## config.mk

```make
export PLATFORM = sky130hd
export DESIGN_NAME = mem_request_unit
export DESIGN_NICKNAME = d
export VERILOG_FILES = /design/src/rtl/cpu_types_pkg.sv /design/src/rtl/ru_watchdog.sv /design/src/rtl/mem_request_unit.sv
export SDC_FILE = /design/constraint.sdc
export NUM_CORES = 1
export LEC_CHECK = 0
export ABC_AREA = 1
export BUFFER_PORTS_ARGS = -buffer_cell sky130_fd_sc_hd__buf_2
export CORE_MARGIN = 1
export CORE_UTILIZATION = 40
export CTS_BUF_LIST = sky130_fd_sc_hd__clkbuf_8 sky130_fd_sc_hd__clkbuf_16
export CTS_CLUSTER_SIZE = 24
export DETAILED_ROUTE_END_ITERATION = 16
export GPL_TIMING_DRIVEN = 0
export PLACE_DENSITY = 0.72
export SLEW_MARGIN = 5
export SYNTH_ARGS = -nofsm -noshare
export SYNTH_HDL_FRONTEND = slang
export SYNTH_SLANG_ARGS = --single-unit
```

## constraint.sdc

```tcl
create_clock -name CLK -period 1.49 [get_ports CLK]
set_input_delay 0.149 -clock CLK [delete_from_list [all_inputs] [get_ports CLK]]
set_output_delay 0.149 -clock CLK [all_outputs]
set_load 0.05 [all_outputs]
```

## src/rtl/cpu_types_pkg.sv

```systemverilog
// Shared types for the memory request unit: FSM state encoding and the datapath word.
package cpu_types_pkg;

  typedef logic [31:0] word_t;

  typedef enum logic [1:0] {
    IDLE,
    DREQ,
    HALTED
  } ru_state_t;

  localparam int unsigned BEAT_W    = 3;
  localparam int unsigned WD_W      = 16;
  localparam word_t       WORD_STEP = 32'd4;

endpackage

```

## src/rtl/ru_watchdog.sv

```systemverilog
// Cycle counter for the memory request unit; o_expire flags the LIMIT-th counted cycle.
module ru_watchdog
  import cpu_types_pkg::*;
#(
  parameter int unsigned LIMIT = 255
) (
  input  logic CLK,
  input  logic i_en,
  input  logic i_clr,
  output logic o_expire
);

  localparam logic [WD_W-1:0] LAST_CNT = WD_W'(LIMIT - 1);

  logic [WD_W-1:0] r_cnt;

  always_ff @(posedge CLK) begin
    if (i_clr)     r_cnt <= '0;
    else if (i_en) r_cnt <= r_cnt + 1'b1;
  end

  // r_cnt holds the cycles already elapsed, so the current cycle is number r_cnt+1
  assign o_expire = i_en & ~i_clr & (r_cnt == LAST_CNT);

endmodule

```

## src/rtl/mem_request_unit.sv

```systemverilog
// Data memory request sequencer: issues BURST_LEN-beat reads/writes and strobes PCEN.
// Optional watchdog built when RU_WATCHDOG_EN is defined.
module mem_request_unit
  import cpu_types_pkg::*;
#(
  parameter int unsigned BURST_LEN   = 1,
  parameter int unsigned TIMEOUT_CYC = 255
) (
  input  logic  CLK,
  input  logic  RST,
  input  logic  ihit,
  input  logic  dhit,
  input  logic  dREN,
  input  logic  dWEN,
  input  word_t daddr,
  input  logic  halt,
  output logic  dmemREN,
  output logic  dmemWEN,
  output word_t dmemaddr,
  output logic  PCEN,
  output logic  busy,
  output logic  timeout
);

  if (BURST_LEN < 1 || BURST_LEN > 8 || TIMEOUT_CYC < 1 || TIMEOUT_CYC > 65535) begin : g_bad_cfg
    $error("mem_request_unit: parameter out of range");
  end

  localparam logic [BEAT_W-1:0] LAST_BEAT = BEAT_W'(BURST_LEN - 1);

  ru_state_t         r_state, w_next;
  logic [BEAT_W-1:0] r_beat;
  logic              r_halt_pend;
  logic              r_ren, r_wen;
  word_t             r_addr;
  logic              w_accept, w_beat, w_last, w_expire;

  assign w_accept = (r_state == IDLE) & ihit & (dREN | dWEN);
  assign w_beat   = (r_state == DREQ) & dhit;
  assign w_last   = w_beat & (r_beat == LAST_BEAT);

`ifdef RU_WATCHDOG_EN
  logic r_timeout;

  ru_watchdog #(.LIMIT(TIMEOUT_CYC)) u_watchdog (
    .CLK      (CLK),
    .i_en     (r_state == DREQ),
    .i_clr    (RST | (r_state != DREQ) | dhit),
    .o_expire (w_expire)
  );

  always_ff @(posedge CLK) begin
    if (RST)           r_timeout <= 1'b0;
    else if (w_expire) r_timeout <= 1'b1;
  end

  assign timeout = r_timeout;
`else
  assign w_expire = 1'b0;
  assign timeout  = 1'b0;
`endif

  always_ff @(posedge CLK) begin
    if (RST) r_state <= IDLE;
    else     r_state <= w_next;
  end

  always_comb begin
    w_next = r_state;
    unique case (r_state)
      IDLE: begin
        if (ihit) begin
          if (dREN | dWEN) w_next = DREQ;
          else if (halt)   w_next = HALTED;
        end
      end
      DREQ: begin
        if (w_last)        w_next = r_halt_pend ? HALTED : IDLE;
        else if (w_expire) w_next = IDLE;
      end
      HALTED:  w_next = HALTED;
      default: w_next = IDLE;
    endcase
  end

  // PCEN is gated by RST so a reset landing on the final beat never advances the PC
  always_comb begin
    PCEN = 1'b0;
    unique case (r_state)
      IDLE:    PCEN = ihit & ~dREN & ~dWEN & ~halt;
      DREQ:    PCEN = w_last & ~r_halt_pend;
      default: PCEN = 1'b0;
    endcase
    if (RST) PCEN = 1'b0;
  end

  always_ff @(posedge CLK) begin
    if (RST) begin
      r_ren       <= 1'b0;
      r_wen       <= 1'b0;
      r_addr      <= '0;
      r_beat      <= '0;
      r_halt_pend <= 1'b0;
    end else if (w_accept) begin
      r_ren       <= dREN & ~dWEN;
      r_wen       <= dWEN;
      r_addr      <= daddr;
      r_beat      <= '0;
      r_halt_pend <= halt;
    end else if (w_beat) begin
      r_addr <= r_addr + WORD_STEP;
      r_beat <= r_beat + 1'b1;
      if (w_last) begin
        r_ren       <= 1'b0;
        r_wen       <= 1'b0;
        r_halt_pend <= 1'b0;
      end
    end else if (w_expire) begin
      r_ren       <= 1'b0;
      r_wen       <= 1'b0;
      r_halt_pend <= 1'b0;
    end
  end

  assign dmemREN  = r_ren;
  assign dmemWEN  = r_wen;
  assign dmemaddr = r_addr;
  assign busy     = (r_state == DREQ);

endmodule
```

==> impl_metrics.yaml, run 1 <==
timing:
  drv_slew: 0
  period_share_pct: 107.2
  skew_ns: 0.006144
  max_freq_mhz: 626.1
  period_needed_ns: 1.597
  setup_ws_ns: -0.1071
  hold_violations: 0
  rsz0062_at_grt: "yes"
  relSlewSlack_pct: 57.29
  tightest_slew_ns: 0.6406
  finalSetupViolCount: 8
grt:
  grt_pass1_vias: 3068
  groute.usage.overall_pct: 24.56
  grt_max_degree: 14
  gr-total-overflow: 0
  grt_pass1_wl_um: 14300
  antenna_found_initial: 0
power_and_ir_drop:
  irDropWorstVdd_v: 0.0004262
  power_leakage_nw: 1.877
  fin_total_pwr_w: 0.003630
  p_per_area_nw_per_um2: 909.4
synthesis:
  synth_fp_nets: 505
  yosysWarnings: 0
  synth_ff_type: "dfxtp_1"
  synthArstFlopShare_pct: 0
  synthCells: 463
  yosys-top-cells-count: "nand2_1, nand3_1, inv_1, nor2_1, dfxtp_1"
  syn_area_um2: 2833
  synth.largest_area_cell: "dfxtp_1"
  synth_cell_type_count: 32
  synth.avg_cell_area_um2: 6.118
  synth.area.top_cells: "dfxtp_1, nand2_1, nand3_1, inv_1, nor2_1"
  ys_seq_area_share_pct: 28.27
  synth-edff-count: 0
  yosysMostFrequentCell: "nand2_1"
  synth_top_cell_area_share_pct: 28.27
  ys_ff_latch: 40
worst_setup_path:
  end_kind: "output port"
  cp.arrival_ns: 1.45
  required_ns: 1.34
  critPathBufInv: 3
  start_kind: "flip-flop"
  path_class: "flip-flop to output port"
  r2r_start: "dmemaddr[3]"
  crit_path_top_delay_cell: "dfxtp_2"
  startpoint: "r_beat[0]"
  crit_family: "flip-flops"
  crit_path_cell_trace: "inv_1, ha_1, nand3_4, inv_2, a21oi_4, nor2_4, buf_8"
  slowest_delay_ns: 0.35
  worstPathMaxFanout: 3
layout:
  diodes: 0
  drive_gt1_share_pct: 39.29
  final_util_pct: 58.42
  syn_to_final_growth_pct: 40.90
  design_area_um2: 3991
  fin_nets: 606
clock_tree:
  clock_path_buffers: 2
  numClockSinks: 40
  clk_pin_slew_worst_paths_ns: 0.09
  cts_tree: "done"
  clkLatencyLatePin_ns: 0.30
  htree_levels: 2
  cts_hold_buf: 0
  cts_root_buf: "clkbuf_8"
  numCtsBuffers: 5
die:
  core_um2: 6832
  initial_core_util_pct: 41.47
  die_area_um2: 7423
  die_x_um: 86.16
  ioPinCount: 76
  die_h_um: 86.16
  fp-row-count: 30
route:
  wl_um: 9358
  vias: 3385
  drc_errors: 0
  first_pass_iters: 6
  viasPerCell: 5.121
  avgRoutedWirePerCell_um: 14.16
  drt_iter0_drc: 243
  ant_nets: 0
placement:
  gp_congestion: 0.8994
  placed_area_um2: 3406
  hpwl_um: 6415
  portBuffers: 74
run:
  max_cap_violations: 0
worst_hold_path:
  hold_path.class: "primary input to flip-flop"
  min_from: "daddr[1]"
run_status:
  violations: "setup timing"
  status: "finished with violations"
where the power goes:
group          internal [W]  switching (W)  total (W)
Clock              0.000838       0.000425    0.00126
Sequential          0.00115       0.000106    0.00126
Combinational      0.000385       0.000720    0.00111
kinds of logic (layout without fill, tap and decap cells):
family,count (synthesis),in the layout,synth area share (%)
and+or+nand+nor,306,306,50.62
DFF,40,40,28.27
other,1,1,0.1324
buffers and inverters,68,170,10.25
xor gates and xnor gates,1,1,0.3092
adders and majority gates,3,3,1.325
AOI/OAI and AO/OA,44,44,9.099
per-layer routing:
layer  routed length, µm  up-vias  track usage [%]
met5                   0        -                0
met4                 197        0            9.242
met3                 593       21            4.042
met2                4530      146            41.70
met1                4036     1557            31.14
li1                    -     1661                -
stage by stage:
stage                     hold WS [ns]  cells  worst slack (ns)  setup TNS (ns)
after floorplan                 0.2917    463          0.002681               0
after global placement          0.3981    633           -0.1058         -0.1728
after detailed placement        0.4058    633           -0.1151         -0.3290
after CTS                      0.07915    653          -0.07610        -0.07727
after global routing           0.09199    661           -0.1702          -2.900
final                          0.08815    661           -0.1071         -0.2624
flip-flops by register name, summed over array words and instances, names as in the netlist:
name         count
r_beat           3
r_halt_pend      1
dmemWEN          1
dmemaddr        32
r_state          2
dmemREN          1
cells in the final DEF, fill, tap and decap left out, drive strengths merged, types with 2 or more instances in the layout:
cell type | netlist | layout
nand2 | 179 | 179
a31oi | 6 | 6
nor2 | 60 | 60
inv | 51 | 51
a21oi | 24 | 24
o21ai | 8 | 8
buf | 13 | 107
nand3 | 57 | 57
o211ai | 5 | 5
nand4 | 3 | 3
dfxtp | 40 | 40
nor3 | 3 | 3
clkbuf | 4 | 9
ha | 3 | 3
or2 | 2 | 2
bufinv | 0 | 3
cell type report:
cell class,instances,area [µm²]
fill,682,2840
multi-input combinational,355,1949
sequential,40,857.1
timing repair buffer,95,569.3
inverter,51,203.9
buffer,16,132.6
tap,96,120.1
clock inverter,3,90.09
clock buffer,5,68.82
worst reg2reg max path: stages (launching register included):
cell,delay [ns]
dfxtp_4,0.37
ha_4,0.15
nand2_4,0.06
nor2_4,0.21
nand2_4,0.10
nor2_4,0.19
nand2_1,0.07
nand2_1,0.08
nand3_2,0.07
nand2_1,0.06
a21oi_1,0.05
worst paths after layout:
path / slack, ns / end / cells past startpoint
max: -0.11 / PCEN / 7
min: 0.09 / dmemaddr[1] / 3
max reg2reg: -0.07 / dmemaddr[22] / 10
min reg2reg: 0.47 / r_halt_pend / 2
what timing repair did:
item	in CTS	in global routing
gates resized for setup	23	56
pin swaps	7	17
setup buffers	12	10
setup endpoints to repair	20	34
(Power assumes the default switching activity.)
==> run 2: changes to the inputs <==
- CELL_PAD_IN_SITES_DETAIL_PLACEMENT: unset -> 2
- CELL_PAD_IN_SITES_GLOBAL_PLACEMENT: unset -> 2
- CORE_UTILIZATION: 40 -> 24
- PLACE_DENSITY: 0.72 -> 0.81
==> run 2 against run 1 <==
  * The run still ends with setup timing left
  * Worst hold slack improved by 0.018 ns
  * Non-clock buffer count grew 10
  * Final cell count grew 8.6%
  * Critical path type unchanged
  * Highest routed layer unchanged
==> impl_metrics.yaml, run 2 (synthesized netlist as in run 1, its figures left out) <==
run_status:
  status: "finished with violations"
  violations: "setup timing"
grt:
  gr-total-overflow: 0
  grt_max_degree: 15
  groute.usage.overall_pct: 20.70
  grt_pass1_wl_um: 19730
  grt_pass1_vias: 3718
  antenna_found_initial: 0
layout:
  layoutNonFillerInstCount: 718
  diodes: 0
  fin_nets: 616
  drive_gt1_share_pct: 44.00
  multi_input_area_um2: 2027
  ff_latch_area_um2: 864.6
  layout_common_cells: "nand2_1, buf_2, nand3_1, inv_1, nor2_1"
  mostFrequentLayoutCell: "nand2_1"
  largest_reg_flops: 32
  syn_to_final_growth_pct: 52.21
  design_area_um2: 4312
  fillerInstances: 1354
worst_hold_path:
  min_from: "daddr[1]"
  hold_path.class: "primary input to flip-flop"
placement:
  place_inst: 680
  portBuffers: 74
  placed_area_um2: 3465
  gp_congestion: 0.8158
  hpwl_um: 9109
  pre_cts_ws_ns: -0.2933
power_and_ir_drop:
  power_leakage_nw: 1.974
  p_per_area_nw_per_um2: 903.5
  irDropWorstVdd_v: 0.0006179
  fin_total_pwr_w: 0.003896
die:
  die_h_um: 110.6
  initial_core_util_pct: 24.70
  die_x_um: 110.6
  ioPinCount: 76
  core_um2: 11470
  die_area_um2: 12240
  fp-row-count: 39
timing:
  hold_violations: 0
  tightest_slew_ns: 0.7453
  skew_ns: 0.01202
  rsz0062_at_grt: "yes"
  finalSetupViolCount: 27
  period_needed_ns: 1.650
  period_share_pct: 110.7
  relSlewSlack_pct: 50.31
  drv_slew: 0
  max_freq_mhz: 606.0
  setup_ws_ns: -0.1602
  fin_setup_tns_ns: -1.868
clock_tree:
  clk_pin_slew_worst_paths_ns: 0.07
  clock_path_buffers: 2
  cts_tree: "done"
  htree_levels: 2
  cts_root_buf: "clkbuf_16"
  clkLatencyLatePin_ns: 0.31
  numCtsBuffers: 5
  cts_hold_buf: 0
  numClockSinks: 40
worst_setup_path:
  critPathBufInv: 5
  crit_path_top_delay_cell: "dfxtp_4"
  crit_family: "buffers and inverters"
  start_kind: "flip-flop"
  cp_common_cell: "inv_4"
  path_class: "flip-flop to output port"
  r2r_start: "r_state[1]"
  worstPathMaxFanout: 3
  crit_path_cell_trace: "inv_2, nand2_2, inv_4, nand2_8, inv_8, nand3_4, inv_4, a21oi_4, nor2_4, buf_8"
  slowest_delay_ns: 0.37
  required_ns: 1.34
  cp.arrival_ns: 1.50
  end_kind: "output port"
  startpoint: "r_state[1]"
route:
  first_pass_iters: 4
  drt_iter0_drc: 117
  vias: 3606
  wl_um: 14590
  drc_errors: 0
  avgRoutedWirePerCell_um: 20.32
  viasPerCell: 5.022
  ant_nets: 0
run:
  max_cap_violations: 0
## run 2: cell types whose count changed in the layout (fill, tap and decap cells not counted), sizes merged
cell / before / now
clkbuf: 9 / 14
buf: 107 / 112
bufinv: 3 / 1
clkinvlp: 0 / 2
## run 2: worst paths after layout
| path | end | slack, ns | cells past startpoint |
|---|---|---|---|
| max | PCEN | -0.16 | 10 |
| min reg2reg | dmemREN | 0.47 | 2 |
| max reg2reg | dmemaddr[15] | -0.11 | 12 |
| min | dmemaddr[1] | 0.11 | 3 |
## run 2: per-layer routing
metal | global-route usage, % | up-vias | wire length (µm) | part of all wire [%]
met3 | 3.458 | 30 | 506 | 3.5
met1 | 25.04 | 1800 | 6195 | 42
met5 | 0 | - | 0 | 0
li1 | - | 1687 | - | -
met2 | 38.14 | 89 | 7533 | 52
met4 | 4.178 | 0 | 352 | 2.4
## run 2: final cells by class
cell class / instances / area share, %
Multi-Input combinational cell: 355 / 47.01
Sequential cell: 40 / 20.05
Timing Repair Buffer: 104 / 16.13
Inverter: 51 / 4.933
Tap cell: 143 / 4.150
Buffer: 17 / 3.743
Clock buffer: 5 / 2.902
Clock inverter: 3 / 1.074
## run 2: worst register-to-register path: stages (launching register included)
cell,delay [ns]
dfxtp_4,0.38
inv_2,0.05
nand2_2,0.08
inv_4,0.06
nand2_8,0.08
buf_4,0.18
nand2_8,0.08
buf_4,0.15
clkbuf_16,0.15
nand3_1,0.09
nand3_1,0.09
nand2_1,0.07
inv_1,0.05
## run 2: report_power, final
group	total (W)	internal, W	switching (W)
Combinational	0.00128	0.000454	0.000825
Sequential	0.00128	0.00115	0.000130
Clock	0.00133	0.000798	0.000535
Total	0.00390	0.00241	0.00149
## run 2: through the flow
step,utilization [%],hold WS (ns)
floorplan,-,0.2917
global placement,30.21,0.4021
detailed placement,30.21,0.4146
CTS,33.61,0.08892
global route,37.60,0.1138
finish,37.60,0.1058
## run 2: timing repair
action	CTS	global route
hold endpoints to repair	0	0
buffers inserted	11	16
pin swaps	13	21
resized for setup	41	69
setup endpoints to repair	28	33
cloned	0	4
==> run 3: changes to the inputs <==
- MAX_ROUTING_LAYER: unset -> met4
==> run 3 against run 2 <==
  * The flow still finishes with violations (setup timing)
  * Total power grew 2.4%
  * Utilization grew 1.9 points
  * Wire length grew 6.1%
  * Sequential cell count is the same
  * Final area grew 5.2%
==> impl_metrics.yaml, run 3 (synthesized netlist as in run 1, its figures left out) <==
clock_tree:
  clk_pin_slew_worst_paths_ns: 0.07
  cts_tree: "done"
  numClockSinks: 40
  htree_levels: 2
  cts_root_buf: "clkbuf_16"
  clkLatencyLatePin_ns: 0.31
  numCtsBuffers: 5
  cts_hold_buf: 0
  clock_path_buffers: 2
layout:
  drive_gt1_share_pct: 49.57
  final_util_pct: 39.54
  largest_reg_flops: 32
  layout_common_cells: "nand2_1, buf_2, inv_1, nand3_1, nand2_2"
  mostFrequentLayoutCell: "nand2_1"
  diodes: 0
  syn_to_final_growth_pct: 60.07
  fin_nets: 618
worst_setup_path:
  required_ns: 1.65
  worstPathMaxFanout: 7
  cp.arrival_ns: 1.82
  end_kind: "flip-flop"
  r2r_start: "dmemaddr[2]"
  start_kind: "flip-flop"
  reg2regPathDepth: 9
  reg2reg_to: "dmemaddr[19]"
  path_class: "flip-flop to flip-flop"
  startpoint: "dmemaddr[2]"
  rrSetupSlack_ns: -0.17
timing:
  skew_ns: 0.01409
  hold_violations: 0
  setup_ws_ns: -0.1652
  drv_slew: 0
  period_needed_ns: 1.655
  finalSetupViolCount: 31
  tightest_slew_ns: 0.8047
  holdWs_ns: 0.1008
  max_freq_mhz: 604.1
  period_share_pct: 111.1
  relSlewSlack_pct: 46.35
  rsz0062_at_grt: "yes"
grt:
  grt_pass1_wl_um: 19770
  groute.usage.overall_pct: 21.34
  grt_pass1_vias: 3707
  gr-total-overflow: 0
  antenna_found_initial: 0
  grt_max_degree: 15
die:
  fp-row-count: 39
  ioPinCount: 76
  initial_core_util_pct: 24.70
  die_x_um: 110.6
  die_area_um2: 12240
  die_h_um: 110.6
  core_um2: 11470
run:
  max_cap_violations: 0
worst_hold_path:
  min_from: "halt"
  min_path_cells: 3
  hold_path.class: "primary input to flip-flop"
  whs_endpoint: "r_halt_pend"
route:
  vias: 3609
  first_pass_iters: 5
  avgRoutedWirePerCell_um: 21.50
  ant_nets: 0
  viasPerCell: 5.013
  drt_iter0_drc: 116
  drc_errors: 0
  wl_um: 15480
power_and_ir_drop:
  netSwitchingFraction_pct: 39.11
  switching_power_w: 0.001561
  irDropWorstVdd_v: 0.0008840
  clkPwrFrac_pct: 34.0
  power.internal_w: 0.002429
  seqPwrFrac_pct: 32.3
  power_leakage_nw: 2.036
  comb_power_share_pct: 33.7
  p_per_area_nw_per_um2: 879.9
placement:
  hpwl_um: 9109
  gp_congestion: 0.8279
  portBuffers: 74
run_status:
  violations: "setup timing"
  status: "finished with violations"
==> run 3: changes by cell type in the layout (fill, tap and decap cells not counted), moves of 4 or more <==
cell     previous run  this run
nand2_2            19        27
nand2_1           151       141
nor2_1             27        23
nand3_2            11        26
nor2_4             18        23
nand3_1            44        29
==> run 3: layer usage <==
layer	GRT usage, %	part of all wire (%)
met1	25.04	41
met5	-	0
met3	3.458	4.0
met4	4.178	2.9
met2	38.26	52
==> run 3: worst max-delay path by stage <==
stage	end	slack, ns	cells after the start
detailed placement	PCEN	-0.29	5
global placement	PCEN	-0.24	5
floorplan	dmemaddr[24]	0.003	10
global route	dmemaddr[26]	-0.23	9
CTS	PCEN	-0.10	10
finish	dmemaddr[19]	-0.17	9
==> run 3: final cells by class <==
cell class | instances | area (µm²)
clock buffers | 5 | 125.1
flip-flops and latches | 40 | 867.1
repair buffers | 106 | 733.2
fillers | 1300 | 6933
clock inverters | 3 | 46.29
well taps | 143 | 178.9
inverters | 51 | 217.7
multi-input cells | 355 | 2198
plain buffers | 17 | 167.7
==> run 3: what timing repair did <==
| item | in CTS | in global routing |
|---|---|---|
| setup buffers | 11 | 19 |
| pin swaps | 13 | 34 |
| endpoints found under the setup margin | 28 | 33 |
| gates cloned | 0 | 3 |
| gates resized for setup | 41 | 121 |
==> run 3: power by group through the flow <==
stage / clock network (W) / registers, W / logic, W
3_5_place_dp: 0 / 0.00129 / 0.000964
4_1_cts: 0.00136 / 0.00127 / 0.00103
5_1_grt: 0.00142 / 0.00130 / 0.00142
3_3_place_gp: 0 / 0.00129 / 0.000933
6_report: 0.00136 / 0.00129 / 0.00135
2_1_floorplan: 0 / 0.00149 / 0.000440
==> run 3: critical path: stages, from the launching register on <==
cell and delay, ns:
dfxtp_4 0.40, clkinvlp_4 0.16, nor2_8 0.19, nand2_4 0.09, nor2_8 0.23, nand2_2 0.11, nand2_2 0.08, nand3_1 0.08
nand2_1 0.10, a21oi_2 0.05
==> run 3: stage by stage <==
| stage | worst slack (ns) | power [W] | setup TNS (ns) | std cells | instance area [µm²] |
|---|---|---|---|---|---|
| 2_1_floorplan | 0.002681 | 0.001933 | 0 | 463 | 2915 |
| 3_3_place_gp | -0.2421 | 0.002219 | -1.207 | 680 | 3465 |
| 3_5_place_dp | -0.2933 | 0.002257 | -3.046 | 680 | 3465 |
| 4_1_cts | -0.1004 | 0.003665 | -0.3081 | 699 | 3854 |
| 5_1_grt | -0.2325 | 0.004142 | -4.369 | 720 | 4534 |
| 6_report | -0.1652 | 0.003990 | -2.081 | 720 | 4534 |
